`config.mk`:
```
export PLATFORM = sky130hd
export DESIGN_NAME = div_sched
export DESIGN_NICKNAME = d
export VERILOG_FILES = /design/src/rtl/div_sched_pkg.sv /design/src/rtl/div_sched.sv
export SDC_FILE = /design/constraint.sdc
export NUM_CORES = 1
export LEC_CHECK = 0
export BUFFER_PORTS_ARGS = -buffer_cell sky130_fd_sc_hd__clkbuf_2
export CORE_MARGIN = 5
export CORE_UTILIZATION = 44
export CTS_CLUSTER_DIAMETER = 120
export CTS_CLUSTER_SIZE = 30
export DETAILED_ROUTE_END_ITERATION = 8
export PLACE_DENSITY_LB_ADDON = 0.15
export SLEW_MARGIN = 20
export SYNTH_ARGS = -nofsm -noshare
export SYNTH_HDL_FRONTEND = slang
export SYNTH_SLANG_ARGS = --single-unit
```
`constraint.sdc`:
```
create_clock -name clk -period 4.25 [get_ports clk]
set_clock_uncertainty 0.2 [all_clocks]
set_input_delay 0 -clock clk [delete_from_list [all_inputs] [get_ports clk]]
set_output_delay 0 -clock clk [all_outputs]
set_load 0.02 [all_outputs]
```
`src/rtl/div_sched_pkg.sv`:
```
// Shared definitions for the divide scheduler: FSM encodings and result constants.
// Latency: n/a (definitions only).
// Backpressure: n/a.
package div_sched_pkg;

    typedef enum logic [1:0] {
        IDLE = 2'd0,
        BUSY = 2'd1,
        DONE = 2'd2
    } state_t;

    // LO value written when the divisor is zero (quotient saturates to all ones)
    localparam logic [31:0] DZ_LO = 32'hFFFF_FFFF;

endpackage

```
`src/rtl/div_sched.sv`:
```
// Sequences the iterative divider for DIV/DIVU in E and produces a one-cycle HI/LO write.
// Latency: stall = 1 launch cycle + N busy cycles up to ready; write strobe one cycle after ready.
// Backpressure: stall_o freezes F/D/E while a divide is launching or in flight; the watchdog aborts after TIMEOUT busy cycles.
module div_sched
    import div_sched_pkg::*;
#(
    parameter int TIMEOUT = 40,
    parameter int CNT_W   = 6     // 2**CNT_W must exceed TIMEOUT
) (
    input  logic        clk,
    input  logic        rst,
    input  logic        start_i,
    input  logic        signed_i,
    input  logic        flush_i,
    input  logic [31:0] opa_i,
    input  logic [31:0] opb_i,
    output logic        div_start_o,
    output logic        div_signed_o,
    output logic        div_annul_o,
    output logic [31:0] div_opa_o,
    output logic [31:0] div_opb_o,
    input  logic        div_ready_i,
    input  logic [63:0] div_result_i,
    output logic        stall_o,
    output logic        hilo_we_o,
    output logic [31:0] hi_o,
    output logic [31:0] lo_o,
    output logic        timeout_o
);

    state_t           state, state_nxt;
    logic [CNT_W-1:0] cnt;
    logic             launch;
    logic             div_zero;
    logic             timeout_hit;

    // A flushed instruction in E never starts anything, including the divide-by-zero shortcut
    assign launch      = start_i & ~flush_i & (opb_i != 32'd0);
    assign div_zero    = start_i & ~flush_i & (opb_i == 32'd0);
    // cnt counts completed busy cycles, so this marks the TIMEOUT-th busy cycle
    assign timeout_hit = (cnt == CNT_W'(TIMEOUT - 1));

    // State register
    always_ff @(posedge clk or posedge rst) begin
        if (rst) begin
            state <= IDLE;
        end else begin
            state <= state_nxt;
        end
    end

    // Next-state: flush beats ready, ready beats the watchdog on the same cycle
    always_comb begin
        state_nxt = state;
        case (state)
            IDLE: begin
                if (launch) begin
                    state_nxt = BUSY;
                end else if (div_zero) begin
                    state_nxt = DONE;
                end
            end
            BUSY: begin
                if (flush_i) begin
                    state_nxt = IDLE;
                end else if (div_ready_i) begin
                    state_nxt = DONE;
                end else if (timeout_hit) begin
                    state_nxt = IDLE;
                end
            end
            DONE:    state_nxt = IDLE;
            default: state_nxt = IDLE;
        endcase
    end

    // Output decode: stall covers the launch cycle and every busy cycle, released in DONE
    always_comb begin
        stall_o     = 1'b0;
        div_start_o = 1'b0;
        div_annul_o = 1'b0;
        hilo_we_o   = 1'b0;
        timeout_o   = 1'b0;
        case (state)
            IDLE: begin
                stall_o = launch | div_zero;
            end
            BUSY: begin
                stall_o     = 1'b1;
                div_start_o = 1'b1;
                div_annul_o = flush_i | (~div_ready_i & timeout_hit);
                timeout_o   = ~flush_i & ~div_ready_i & timeout_hit;
            end
            DONE: begin
                hilo_we_o = ~flush_i;
            end
            default: ;
        endcase
    end

    // Operand latch and busy counter; divider sees only latched operands so forwarding churn is harmless
    always_ff @(posedge clk or posedge rst) begin
        if (rst) begin
            cnt          <= '0;
            div_opa_o    <= 32'd0;
            div_opb_o    <= 32'd0;
            div_signed_o <= 1'b0;
        end else if (state == IDLE && launch) begin
            cnt          <= '0;
            div_opa_o    <= opa_i;
            div_opb_o    <= opb_i;
            div_signed_o <= signed_i;
        end else if (state == BUSY) begin
            cnt          <= cnt + CNT_W'(1);
        end
    end

    // Result capture: divider result on ready, or the fixed divide-by-zero result; held otherwise
    always_ff @(posedge clk or posedge rst) begin
        if (rst) begin
            hi_o <= 32'd0;
            lo_o <= 32'd0;
        end else if (state == IDLE && !launch && div_zero) begin
            hi_o <= opa_i;
            lo_o <= DZ_LO;
        end else if (state == BUSY && !flush_i && div_ready_i) begin
            hi_o <= div_result_i[63:32];
            lo_o <= div_result_i[31:0];
        end
    end

endmodule

```
======== Yosys cells after proc, flatten, opt, wreduce, memory -nomap -nowiden ========
Index checks and enable logic that the tools add are counted.
Widths: inputs -> output; s select.
cells by class
  equal/unequal tests ..................... 5
  reductions and logical operators ........ 13
  bitwise logic cells ..................... 10
  mux-type cells .......................... 17
  add/sub/neg operators ................... 1
operators with widths
  cell                 count
  $mux 32              4
  $logic_not 32->1     1
  $reduce_bool 32->1   1
  $mux 6               2
  $mux 2               5
  $add 6x1->6 const B  1
  $and 1x1->1          6
  $eq 6x6->1 const B   1
  $logic_and 1x1->1    5
  $mux 1               4
  $ne 4x4->1 const B   1
  $pmux 2 s2           1
  $reduce_bool 2->1    2
  $ne 3x3->1 const B   1
  $eq 2x1->1 const B   1
  $eq 2x2->1 const B   1
  $logic_not 1->1      2
  $logic_not 2->1      1
  $not 1->1            2
  $or 1x1->1           2
  $pmux 1 s2           1
  $reduce_and 2->1     1
word-level totals
  input bits .............................. 134
  word-level logic and storage cells ...... 53
  output and inout port bits .............. 134
  bits in registers ....................... 137

======== Logic depth before layout (Yosys ltp) ========
Gate-level depths: netlist of the first run.
  depth after elaboration ................. 7
  mapped depth ............................ 7
  mapped depth without buffers ............ 5

======== Worst setup path before layout of the first run ========
No wires, ideal clock.
  kind .................................... reg-to-reg
  start ................................... reg state[1]
  end ..................................... reg hi_o[10]
  arrival ................................. 1.704 ns
  required time ........................... 3.969 ns
  stages on the path, launching flop included .. 8
  clock period less this slack ............ 1.985 ns
  slack ................................... 2.265 ns
  cell sequence ........................... dfrtp_1 nand2b_1 clkinv_1 nand3b_1 buf_2 clkbuf_1 nand2_1 a31oi_2
on the way
  longest elaborated chain between the ends .. 4
ends and longest elaborated chain
  item                                                           line                                source
  start: declaration                                             div_sched.sv:31                     state_t state, state_nxt;
  start signal: assignment                                       div_sched.sv:48                     state <= state_nxt;
  $eq 2x1->1 or $logic_not 2->1 (tied branches)                  div_sched.sv:126, div_sched.sv:123
  $logic_and 1x1->1 (on tied branches) (2 in a row)              div_sched.sv:126, div_sched.sv:123
  $reduce_bool 2->1 (no source line) or $mux 32 (tied branches)  -
  end signal: assignment                                         div_sched.sv:124                    hi_o <= opa_i;
  end signal: assignment                                         div_sched.sv:127                    hi_o <= div_result_i[63:32];
  end: declaration                                               div_sched.sv:26                     output logic [31:0] hi_o,
Several ways; a longest one is shown, not always the timed one.
A chain may end at the register's enable or synchronous reset.

======== Worst setup path in the final report of the first run ========
  start ................................... reg state[1]
  end ..................................... reg hi_o[5]
The elaborated chain is that of the path after synthesis.

==> results of run 1 <==
## registers in the layout, summed over array words and instances (netlist names)
name,cells
div_signed_o,1
div_opb_o,32
lo_o,32
state,2
hi_o,32
cnt,6
div_opa_o,32
## worst paths after layout
path / from / to / slack [ns] / cells past startpoint
max: state[1] / hi_o[5] / 1.02 / 7
min: start_i / cnt[1] / 0.02 / 5
max in group asynchronous: rst / state[1] / 2.66 / 4
min reg2reg: div_opb_o[4] / div_opb_o[4] / 0.29 / 1
min in group asynchronous: rst / hi_o[26] / 0.16 / 3
max reg2reg: state[1] / hi_o[5] / 1.02 / 7
## cell usage in the layout (no fill, tap or decap), types with 10 or more instances in the layout
cell / instances
clkbuf_16: 17
a31oi_2: 10
nand3_1: 35
mux2_2: 47
clkbuf_2: 267
a31oi_1: 22
nor4_1: 40
dfrtp_1: 137
mux2_1: 18
nand2_1: 138
dlygate4sd3_1: 150
## repair_timing
action	CTS	global route
buffers inserted	0	0
hold buffers	150	0
endpoints found under the hold margin	231	0
## power breakdown
group	leakage (nW)	internal (W)	switching, W
Clock	0.287	0.000928	0.000561
Sequential	1.68	0.00162	0.000195
Combinational	2.61	0.000600	0.000814
Total	4.57	0.00315	0.00157
## worst reg2reg max path, delay by kind of cell (launching register included)
family          cells  cell delay (ns)
compound gates      1             0.20
buf+inv             3             1.50
flops               1             0.39
simple gates        3             0.88
## layer usage
metal	vias to the layer above	GRT usage, %	part of all wire, %
li1	2656	-	-
met1	2834	29.4	38
met2	284	44.7	50
met3	75	8.36	7.4
met4	0	14.2	4.7
met5	-	0	0
## layout make-up
class	count	area (um2)
inverters	3	16.3
clock buffers	18	439
well taps	176	220
flip-flops and latches	137	3430
repair buffers	425	2910
diodes	2	5.00
multi-input cells	344	2190
clock inverters	14	155
fillers	901	3720
## cells by family after synthesis
group           count (synthesis)  share of synthesized area, %
simple gates                  234                          18.6
flops                         137                          59.0
mux                            65                          12.6
compound gates                 44                          5.94
buf+inv                        42                          3.60
fa+ha+maj                       1                         0.215
## metrics by stage
| step | util, % | instances |
|---|---|---|
| detailed placement | 55.5 | 935 |
| CTS | 71.5 | 1117 |
| finish | 71.6 | 1119 |
| global route | 71.6 | 1119 |
| floorplan | - | 523 |
| global placement | 55.5 | 935 |
==> metrics.txt, run 1 <==
Max Clock Freq 310 MHz; CP endpoint kind flip-flop; Max clock buf depth 2; port bufs 267; Critical Path, Cell by Cell nand2b_1 -> clkinv_1 -> nand3b_1 -> buf_4 -> nand2_1 -> a31oi_1 -> dlygate4sd3_1; Unique masters post-synth 35; Via Count 5,849; total clock buffers created by CTS 17; root buf cell clkbuf_16; mean area per synthesized cell 11.1 um2; startpoint class of the critical path flip-flop; Max Transition Viols Final 0; global route total overflow 0; Relative slew margins 40.3%; status complete, no violations; CP required 4.41 ns; die area 0.0156 mm2; first-pass GRT wire length 33,100 um; Worst-Margin Slew 0.896 ns; # rows 42; delay of the slowest critical-path stage 0.57 ns; slowest CP cell dlygate4sd3_1; Power Total 0.00472 W; most numerous cell in the Yosys netlist nand2_1; min Tclk post-route 3.23 ns; final worst slack 1.02 ns; WL/cell 18.0 um; Top Ports 268; DRC 0; max-cap violations 0; sequential-to-total area share from yosys stat 59.0%; P&R area growth vs syn 61.2%; share of cells above drive strength 1 39.3%; Worst-path clk slew 0.06 ns; Placer Congestion 0.824; Pwr Density 504 mW/mm2; die span in x 125 um; FFs w/ async S/R, synth 100%; Worst-Skew Late Latency 0.42 ns; Core ar. 0.0131 mm2; Buf/Inv on CP 3; leakage 4.57 nW; top cell type by total area after synthesis dfrtp_1; Mapped Area 0.00581 mm2; Synth top cells by count 138 x nand2_1, 137 x dfrtp_1, 47 x mux2_2, 40 x nor4_1, 35 x nand3_1; Post-synth EDFFs 0; Area contributors post-synth dfrtp_1 59%, mux2_2 9.1%, nand2_1 8.9%, nor4_1 4.3%, mux2_1 3.5%; WP data arrival 3.39 ns; Crit Path Max Fanout 63; hold_ws 0.0154 ns; WS Path Type flip-flop to flip-flop; vias in the first global route 6,526; antenna-violating nets left 0; Tcrit/Tclk final 75.9%; # setup viols final 0; initial antenna violation count 2; post_cts resized 0; RSZ-0062 raised after global routing false; Hold Crit Class input pin to flip-flop; register bit total from synthesis 137; post-synth top area share 59.0%; Synth Instances 523; final hold violations 0; syn nets 658; Total GRT Usage 26.2%; DRT iter0 DRCs 360; Fin Setup TNS 0 ns; die height 125 um; largest net degree at the start of global routing 103; Area after DPL 0.00726 mm2; nets 1,063; Final HPWL DP 12,100 um; Setup WS pre-CTS 1.58 ns; ys flop type dfrtp_1; CP delay by family, top buffers and inverters; Final Cell Area 0.00936 mm2; Initial Util 44.4%; H-tree depth 4; Pre-antenna DRT Iters 6; CTS tree built; Ys Warns 0; clk sinks 137; routed wire length 20,200 um; Vias/cell 5.23; VDD IR max 0.261 mV
(Power assumes the default switching activity.)
==> inputs of run 2 (changes only) <==
- ABC_AREA: default -> 1
- CORE_UTILIZATION: 44 -> 43
- clock period: 4.25 -> 2.9 ns (I/O delays scaled with it)
==> run 2 against run 1 <==
  * Sequential share of layout area decreased by 0.32 points
  * Clock power increased by 42%
  * Worst setup slack got worse by 0.78 ns
  * Synthesized area up 4.5%
  * Count of clock-buffer cells in the layout increased by 7
  * Flip-flop and latch count unchanged
  * Routed wire length shrank 1.7%
  * Cell count rose by 19%
  * Non-clock buffer count shrank 17
==> metrics.txt, run 2 <==
Max Transition Viols Final 0 (unchanged); post-synth top area share 56.5% (was 59.0%); vias in the first global route 6,406 (was 6,526); final hold violations 0 (unchanged); global route total overflow 0 (unchanged); CP required 3.05 ns (was 4.41 ns); ys flop type dfrtp_1 (unchanged); clk sinks 137 (unchanged); Ys Warns 0 (unchanged); CP endpoint kind flip-flop (unchanged); Initial Util 43.7% (was 44.4%); Area after DPL 0.00752 mm2 (was 0.00726 mm2); die height 129 um (was 125 um); # setup viols final 0 (unchanged); Buf/Inv on CP 3 (unchanged); Pre-antenna DRT Iters 5 (was 6); VDD IR max 0.413 mV (was 0.261 mV); die span in x 129 um (was 125 um); max-cap violations 0 (unchanged); slowest CP cell dlygate4sd3_1 (unchanged); most numerous cell in the Yosys netlist nand2_1 (unchanged); Core ar. 0.0139 mm2 (was 0.0131 mm2); Critical Path, Cell by Cell dlygate4sd3_1 -> clkbuf_2 -> nor2_1 -> nand2_1 -> nor2_1 -> nand2_1 -> nor2_4 -> nand2_4 -> nand2_1 -> nand2_1 -> dlygate4sd3_1 -> nand2_1 (was nand2b_1 -> clkinv_1 -> nand3b_1 -> buf_4 -> nand2_1 -> a31oi_1 -> dlygate4sd3_1); most frequent cells in the layout 267 x clkbuf_2, 259 x nand2_1, 137 x dfrtp_1 (was 267 x clkbuf_2, 150 x dlygate4sd3_1, 138 x nand2_1); # rows 43 (was 42); sequential-to-total area share from yosys stat 56.5% (was 59.0%); syn nets 887 (was 658); mean area per synthesized cell 8.07 um2 (was 11.1 um2); Synth top cells by count 259 x nand2_1, 137 x dfrtp_1, 95 x nand3_1, 77 x o21ai_1, 73 x inv_1 (was 138 x nand2_1, 137 x dfrtp_1, 47 x mux2_2, 40 x nor4_1, 35 x nand3_1); Top Ports 268 (unchanged); Crit Path Max Fanout 97 (was 63); CP delay by family, top simple AND/OR/NAND/NOR gates (was buffers and inverters); routed wire length 19,900 um (was 20,200 um); Area contributors post-synth dfrtp_1 56%, nand2_1 16%, nand3_1 7.8%, o21ai_1 6.3%, inv_1 4.5% (was dfrtp_1 59%, mux2_2 9.1%, nand2_1 8.9%, nor4_1 4.3%, mux2_1 3.5%); Hold Crit Class input pin to async pin (was input pin to flip-flop); Unique masters post-synth 22 (was 35); hold_ws 0.113 ns (was 0.0154 ns); Power Total 0.00662 W (was 0.00472 W); port bufs 267 (unchanged); initial antenna violation count 0 (was 2); WP data arrival 2.80 ns (was 3.39 ns); DRC 0 (unchanged); H-tree depth 4 (unchanged); Max Clock Freq 376 MHz; largest net degree at the start of global routing 138 (was 103); top cell type by total area after synthesis dfrtp_1 (unchanged); Tcrit/Tclk final 91.6%; commonest non-fill, non-tap cell in the layout clkbuf_2 (unchanged); Post-synth EDFFs 0 (unchanged); Worst-path clk slew 0.06 ns (about the same); CTS tree built (unchanged); leakage 5.27 nW (was 4.57 nW); FFs w/ async S/R, synth 100% (unchanged); first-pass GRT wire length 31,900 um (was 33,100 um); total clock buffers created by CTS 17 (unchanged); Final HPWL DP 12,200 um (was 12,100 um); Worst-Margin Slew 1.01 ns (was 0.896 ns); most frequent CP cell nand2_1; placed cell count 1,161 (was 935); Synth Instances 752 (was 523); Fin Setup TNS 0 ns (unchanged); status complete, no violations (unchanged); root buf cell clkbuf_16 (unchanged); CP Launch Point opb_i[20] (was state[1]); Vias/cell 4.81 (was 5.23); Pwr Density 701 mW/mm2 (was 504 mW/mm2); WL/cell 15.0 um (was 18.0 um); P&R area growth vs syn 55.6% (was 61.2%); Via Count 6,382 (was 5,849); delay of the slowest critical-path stage 0.55 ns (was 0.57 ns); post_cts resized 0 (unchanged); Worst-Skew Late Latency 0.41 ns (was 0.42 ns); Relative slew margins 32.3% (was 40.3%); FF-to-FF Start state[1] (unchanged); WS Path Type input pin to flip-flop (was flip-flop to flip-flop); register bit total from synthesis 137 (unchanged); RSZ-0062 raised after global routing false (unchanged); final antenna diode count 0 (was 2); startpoint class of the critical path input pin (was flip-flop); nets 1,269 (was 1,063); min Tclk post-route 2.66 ns; fin cells 1,327 (was 1,119); Total GRT Usage 24.3% (was 26.2%); Max clock buf depth 2 (unchanged); # fillers 1,119 (was 901); Mapped Area 0.00607 mm2 (was 0.00581 mm2); Final Cell Area 0.00945 mm2 (was 0.00936 mm2); die area 0.0166 mm2 (was 0.0156 mm2); antenna-violating nets left 0 (unchanged); DRT iter0 DRCs 402 (was 360); share of cells above drive strength 1 27.2% (was 39.3%); Placer Congestion 0.807 (was 0.824)
==> run 2: cell type report <==
| class | instances | area [um2] | area share, % |
|---|---|---|---|
| flip-flops and latches | 137 | 3430 | 36.3 |
| repair buffers | 408 | 2780 | 29.4 |
| multi-input cells | 494 | 2140 | 22.6 |
| clock buffers | 25 | 495 | 5.25 |
| inverters | 76 | 289 | 3.06 |
| well taps | 180 | 225 | 2.38 |
| clock inverters | 7 | 90.1 | 0.954 |
==> run 2: logic make-up after synthesis <==
family                   count (synthesis)  synth area share [%]
AO/OA/AOI/OAI                           83                  6.84
adder cells (fa/ha/maj)                  1                 0.206
buffers and inverters                  121                  8.61
flip-flops                             137                  56.5
AND/OR/NAND/NOR                        410                  27.9
==> run 2: routing by layer <==
layer  GRT usage, %  up-vias  part of all wire [%]
li1               -     3127                     -
met1           29.1     2937                    41
met2           40.8      265                    49
met3           6.43       53                   7.6
met4           11.7        0                   3.2
met5              0        -                     0
==> run 2: path summary, 6_finish.rpt <==
| check | end | cells after the start | slack [ns] |
|---|---|---|---|
| max in group asynchronous | div_opa_o[15] | 4 | 1.78 |
| worst min register to register | div_opb_o[18] | 2 | 0.29 |
| worst max register to register | hi_o[25] | 11 | 0.35 |
| min in group clk | lo_o[8] | 4 | 0.15 |
| worst max-delay path | hi_o[29] | 12 | 0.24 |
| worst min-delay path | div_opb_o[0] | 4 | 0.11 |
==> run 2: what timing repair did <==
item                      4_1_cts  5_1_grt
hold buffers                  134        0
hold endpoints to repair      267        0
setup buffers                   0        0
==> run 2: worst register-to-register path, stage by stage, from the launching register on <==
cell and delay, ns:
dfrtp_1 0.41, inv_1 0.08, nand2_1 0.27, inv_2 0.21, nand2_2 0.10, inv_2 0.08
buf_12 0.28, nand2_1 0.11, nand2_1 0.07, nand2_1 0.06, dlygate4sd3_1 0.55, nand2_1 0.06
==> run 2: where the power goes <==
part / internal (W) / switching (W) / total, W
sequential: 0.00235 / 0.000262 / 0.00261
clock: 0.00135 / 0.000767 / 0.00212
combinational: 0.000711 / 0.00118 / 0.00189
total: 0.00442 / 0.00221 / 0.00662
==> run 2: per-stage QoR <==
stage	util [%]	setup slack, ns
2_1_floorplan	-	0.993
3_3_place_gp	54.2	0.886
3_5_place_dp	54.2	0.830
4_1_cts	68.0	0.295
5_1_grt	68.0	0.0231
6_report	68.0	0.243
